File: src/rtl/shift_reg_univ.sv
// -----------------------------------------------------------------------------
// shift_reg_univ
//   Parametrised universal register. It supports hold, parallel load, logical
//   shift and rotate in both directions, and arithmetic shift right. It also
//   has an autonomous burst engine that applies one shift/rotate op N times.
//
// Ports
//   CLOCK     in   1      rising-edge clock
//   RESET     in   1      asynchronous, active-high reset
//   ENABLE    in   1      global clock enable; low freezes Q, FSM and counter
//   CLEAR     in   1      synchronous clear, wins over ENABLE
//   MODE      in   3      op select: 000 hold, 001 load, 010 SHL, 011 SHR,
//                         100 ROL, 101 ROR, 110 ASR, 111 hold
//   D         in   WIDTH  parallel load data
//   SIN_LSB   in   1      serial bit entering Q[0] on SHL
//   SIN_MSB   in   1      serial bit entering Q[WIDTH-1] on SHR
//   START     in   1      request a burst of NSHIFT steps of MODE
//   NSHIFT    in   CNT_W  burst length, clamped to WIDTH
//   Q         out  WIDTH  register contents
//   SOUT_MSB  out  1      Q[WIDTH-1]
//   SOUT_LSB  out  1      Q[0]
//   BUSY      out  1      high while a burst is in progress
//   DONE      out  1      one-cycle registered pulse on burst completion
//
// Burst handshake: START is sampled only in IDLE on an enabled edge with MODE
// in 010..110. It has no ready/ack. Acceptance is visible as BUSY=1 on the
// following cycle. For NSHIFT=0 there is no BUSY, only a DONE pulse. While
// BUSY=1, START, MODE and D are ignored. DONE pulses for exactly one cycle on
// the cycle after the edge that applied the last step. CLEAR/RESET abort a
// burst without a DONE pulse.
// -----------------------------------------------------------------------------
module shift_reg_univ #(
  parameter  int WIDTH = 8,
  localparam int CNT_W = $clog2(WIDTH + 1)
) (
  input  logic             CLOCK,
  input  logic             RESET,
  input  logic             ENABLE,
  input  logic             CLEAR,
  input  logic [2:0]       MODE,
  input  logic [WIDTH-1:0] D,
  input  logic             SIN_LSB,
  input  logic             SIN_MSB,
  input  logic             START,
  input  logic [CNT_W-1:0] NSHIFT,
  output logic [WIDTH-1:0] Q,
  output logic             SOUT_MSB,
  output logic             SOUT_LSB,
  output logic             BUSY,
  output logic             DONE
);

  typedef enum logic {
    S_IDLE  = 1'b0,
    S_BURST = 1'b1
  } state_t;

  state_t           state_q;
  logic [WIDTH-1:0] q_q;
  logic [CNT_W-1:0] cnt_q;
  logic [2:0]       op_q;
  logic             busy_q;
  logic             done_q;

  logic [WIDTH-1:0] single_res;
  logic [WIDTH-1:0] burst_res;
  logic [CNT_W-1:0] nshift_clamp;
  logic             mode_is_shift;

  // Shared op decoder, used for single ops (live MODE) and burst steps
  // (latched op). Serial inputs are always live.
  function automatic logic [WIDTH-1:0] apply_op(
    input logic [2:0]       op,
    input logic [WIDTH-1:0] cur,
    input logic [WIDTH-1:0] din,
    input logic             sl,
    input logic             sm
  );
    logic [WIDTH-1:0] res;
    res = cur;
    case (op)
      3'b001:  res = din;
      3'b010:  res = {cur[WIDTH-2:0], sl};
      3'b011:  res = {sm, cur[WIDTH-1:1]};
      3'b100:  res = {cur[WIDTH-2:0], cur[WIDTH-1]};
      3'b101:  res = {cur[0], cur[WIDTH-1:1]};
      3'b110:  res = {cur[WIDTH-1], cur[WIDTH-1:1]};
      default: res = cur;
    endcase
    return res;
  endfunction

  always_comb begin
    single_res    = apply_op(MODE, q_q, D, SIN_LSB, SIN_MSB);
    burst_res     = apply_op(op_q, q_q, D, SIN_LSB, SIN_MSB);
    mode_is_shift = (MODE >= 3'b010) && (MODE <= 3'b110);
    nshift_clamp  = (NSHIFT > CNT_W'(WIDTH)) ? CNT_W'(WIDTH) : NSHIFT;
  end

  always_ff @(posedge CLOCK or posedge RESET) begin
    if (RESET) begin
      state_q <= S_IDLE;
      q_q     <= '0;
      cnt_q   <= '0;
      op_q    <= 3'b000;
      busy_q  <= 1'b0;
      done_q  <= 1'b0;
    end else if (CLEAR) begin
      state_q <= S_IDLE;
      q_q     <= '0;
      cnt_q   <= '0;
      busy_q  <= 1'b0;
      done_q  <= 1'b0;
    end else if (!ENABLE) begin
      // Paused: everything holds, except DONE. DONE is a single-cycle pulse.
      done_q  <= 1'b0;
    end else begin
      case (state_q)
        S_IDLE: begin
          done_q <= 1'b0;
          if (START && mode_is_shift) begin
            // Accepting edge: Q holds. A zero-length burst completes at once.
            if (nshift_clamp == '0) begin
              done_q <= 1'b1;
            end else begin
              op_q    <= MODE;
              cnt_q   <= nshift_clamp;
              busy_q  <= 1'b1;
              state_q <= S_BURST;
            end
          end else begin
            q_q <= single_res;
          end
        end
        S_BURST: begin
          q_q   <= burst_res;
          cnt_q <= cnt_q - CNT_W'(1);
          if (cnt_q == CNT_W'(1)) begin
            busy_q  <= 1'b0;
            done_q  <= 1'b1;
            state_q <= S_IDLE;
          end else begin
            done_q  <= 1'b0;
          end
        end
        default: begin
          state_q <= S_IDLE;
          busy_q  <= 1'b0;
          done_q  <= 1'b0;
        end
      endcase
    end
  end

  assign Q        = q_q;
  assign SOUT_MSB = q_q[WIDTH-1];
  assign SOUT_LSB = q_q[0];
  assign BUSY     = busy_q;
  assign DONE     = done_q;

endmodule

File: config.mk
export PLATFORM = sky130hd
export DESIGN_NAME = shift_reg_univ
export DESIGN_NICKNAME = d
export VERILOG_FILES = /design/src/rtl/shift_reg_univ.sv
export SDC_FILE = /design/constraint.sdc
export NUM_CORES = 1
export LEC_CHECK = 0
export ABC_AREA = 1
export CORE_MARGIN = 2
export CORE_UTILIZATION = 55
export DETAILED_ROUTE_END_ITERATION = 8
export HOLD_SLACK_MARGIN = 0.12
export PLACE_DENSITY = 0.92
export SYNTH_ARGS = -nofsm -noshare
export SYNTH_HDL_FRONTEND = slang
export SYNTH_SLANG_ARGS = --single-unit
File: constraint.sdc
create_clock -name CLOCK -period 4.1 [get_ports CLOCK]
set_input_delay 0.82 -clock CLOCK [delete_from_list [all_inputs] [get_ports CLOCK]]
set_output_delay 0.82 -clock CLOCK [all_outputs]
set_load 0.01 [all_outputs]
==> summary.md <==
| Metric | Value |
|---|---|
| Number of global-route vias before repair | `1732` |
| Hold crit path type | `reg -> reg` |
| Drt drc | `0` |
| Unrepaired setup endpoints after global routing | `no` |
| Placer congestion estimate | `0.910` |
| Reg-to-reg critical path startpoint | `state_q$_DFFE_PP0N_` |
| Core Rows | `19` |
| Clock Sinks | `18` |
| Period utilization | `57.8%` |
| Syn_area_per_cell | `5.97 um2` |
| Clock root cell | `clkbuf_4` |
| Commonest non-fill, non-tap cell in the layout | `nand2_1` |
| CTS Hold Buffers Added | `0` |
| Ports | `34` |
| Synth cell types | `26` |
| N_diodes | `0` |
| Async set or reset register ratio after synthesis | `100%` |
| WS Path Type | `in -> reg` |
| Minimum clock period | `2.37 ns` |
| Status | `finished, final reports clean` |
| Total number of vias | `1914` |
| R2R setup slack | `2.27 ns` |
| Slew Viols, Final | `0` |
| Static leakage | `1.01 nW` |
| Initial Utilization | `59.0%` |
| Number of buffers inserted by port buffering | `33` |
| Core box area | `2830 um2` |
| CP arrival | `2.56 ns` |
| Pwr dens | `427 nW/um2` |
| Final setup viols | `0` |
| EDFF count, synth | `0` |
| Drt via density | `5.63` |
| Hold Fails Final Rpt | `0` |
| R2R cell count | `6` |
| Relative slew slack | `55.0%` |
| Post-route ant nets | `0` |
| Post-cts resize count | `0` |
| Worst-path clk slew | `0.11 ns` |
| CTS tree | `done` |
| Register area share after synthesis | `27.0%` |
| Critical path startpoint | `MODE[2]` |
| Die ar. | `3490 um2` |
| Fmax | `422 MHz` |
| Register bit total from synthesis | `18` |
| Grt total ovfl | `0` |
| Fin nets | `334` |
| Worst Skew | `0.00390 ns` |
| Initial antenna violation count | `0` |
| Hold slack | `0.496 ns` |
| Setup bufs post-CTS | `0` |
| Num CTS Buffers | `3` |
| Total power | `0.860 mW` |
| Pin count of the biggest net entering global routing | `19` |
| Worst slew pin tran | `0.674 ns` |
| Worst Path Max Fanout | `10` |
| Chip width | `59.1 um` |
| Post-DP HPWL | `3210 um` |
| Highest-count cells in the layout ignoring fill and taps | `105 x nand2_1, 33 x clkdlybuf4s50_1, 32 x nor2_1` |
| Die Y | `59.1 um` |
| WL final | `4370 um` |
| GRT Total Usage | `27.0%` |
| Cell count after synthesis | `280` |
| Mapped Area | `1670 um2` |
| Synth Net Count | `304` |
| Maxcap violations | `0` |
| DR iter-0 viols | `107` |
| Pre-Repair DR Iteration Count | `6` |
| Area grow syn2layout | `20.7%` |
| Synth Warn # | `0` |
| CP required | `4.29 ns` |
| Crit end category | `register` |
| Layout cells sized above 1 | `7.77%` |
| Reg-to-reg endpoint | `Q[0]$_DFFE_PP0P_` |
| Final TNS setup | `0 ns` |
| Clock buffer depth | `2` |
| Latest clock arrival within the worst-skew pair | `0.30 ns` |
| CP Launch Type | `primary input` |
| Main synth FF type | `dfrtp_1` |
| Maximum VDD drop | `0.000200 V` |
| Wirelength per Cell | `12.8 um` |
| H-tree levels | `1` |
| First-pass GRT wire length | `7420 um` |
| Critical Path Sink | `Q[0]$_DFFE_PP0P_` |
[worst max-delay path: stages]
cell and delay, ns:
clkdlybuf4s50_1 0.69, inv_1 0.18, nand2_1 0.09, nand4_1 0.17, o21ai_2 0.35, nor2_4 0.10
nand2_1 0.09, nand2_1 0.06
[power by group]
part / switching [mW] / total [mW] / internal (mW)
sequential: 0.0735 / 0.295 / 0.221
combinational: 0.267 / 0.451 / 0.185
clock: 0.0602 / 0.114 / 0.0541
[cell usage after synthesis, drive strengths merged, types with 2 or more instances]
library cell	n	area share, %
a21oi	5	1.5
a31oi	2	0.75
buf	8	3.6
dfrtp	18	27
ha	2	1.5
inv	28	6.3
nand2	111	26
nand3	34	11
nand4	5	1.9
nor2	36	9.9
nor3	2	0.60
o21ai	24	7.4
[area by class of cell]
cell class,count,area [um2]
multi-input cells,226,1050
fillers,235,813
flip-flops and latches,18,450
repair buffers,33,330
inverters,28,105
well taps,31,38.8
clock buffers,4,36.3
[routing by layer]
metal | vias to the layer above | track usage, % | share of wire (%)
li1 | 960 | - | -
met1 | 856 | 35.3 | 41
met2 | 92 | 47.3 | 49
met3 | 6 | 3.93 | 8.9
met4 | 0 | 5.52 | 0.78
met5 | - | 0 | 0
[cells by family (layout without fill, tap and decap cells)]
family          after synthesis  after routing  share of synthesized area (%)
flops                        18             18                           27.0
fa+ha+maj                     2              2                           1.50
buf+inv                      36             65                           9.89
simple gates                188            188                           49.6
xor+xnor                      1              1                          0.524
compound gates               35             35                           11.5
[worst min-delay path by stage]
stage	from	to	cells past startpoint	slack, ns
after detailed placement	BUSY$_DFFE_PP0P_	BUSY$_DFFE_PP0P_	2	0.47
after CTS	BUSY$_DFFE_PP0P_	BUSY$_DFFE_PP0P_	2	0.50
final	BUSY$_DFFE_PP0P_	BUSY$_DFFE_PP0P_	2	0.50
after global placement	BUSY$_DFFE_PP0P_	BUSY$_DFFE_PP0P_	2	0.47
after global routing	BUSY$_DFFE_PP0P_	BUSY$_DFFE_PP0P_	2	0.53
after floorplan	cnt_q[1]$_DFFE_PP0P_	cnt_q[1]$_DFFE_PP0P_	2	0.46
[sequential cells by signal (all words and copies together), names as in the netlist]
register and count:
state_q 1, DONE 1, op_q 3, BUSY 1
cnt_q 4, Q 8
[metrics by stage]
step	setup WS [ns]	area [um2]	util, %	std cells
2_1_floorplan	2.31	1670	-	280
3_3_place_gp	1.52	1980	70.0	336
3_5_place_dp	1.45	1980	70.0	336
4_1_cts	1.77	2020	71.3	340
5_1_grt	1.60	2020	71.3	340
6_report	1.73	2020	71.3	340
Note: power is estimated with default switching activity, not from simulation.
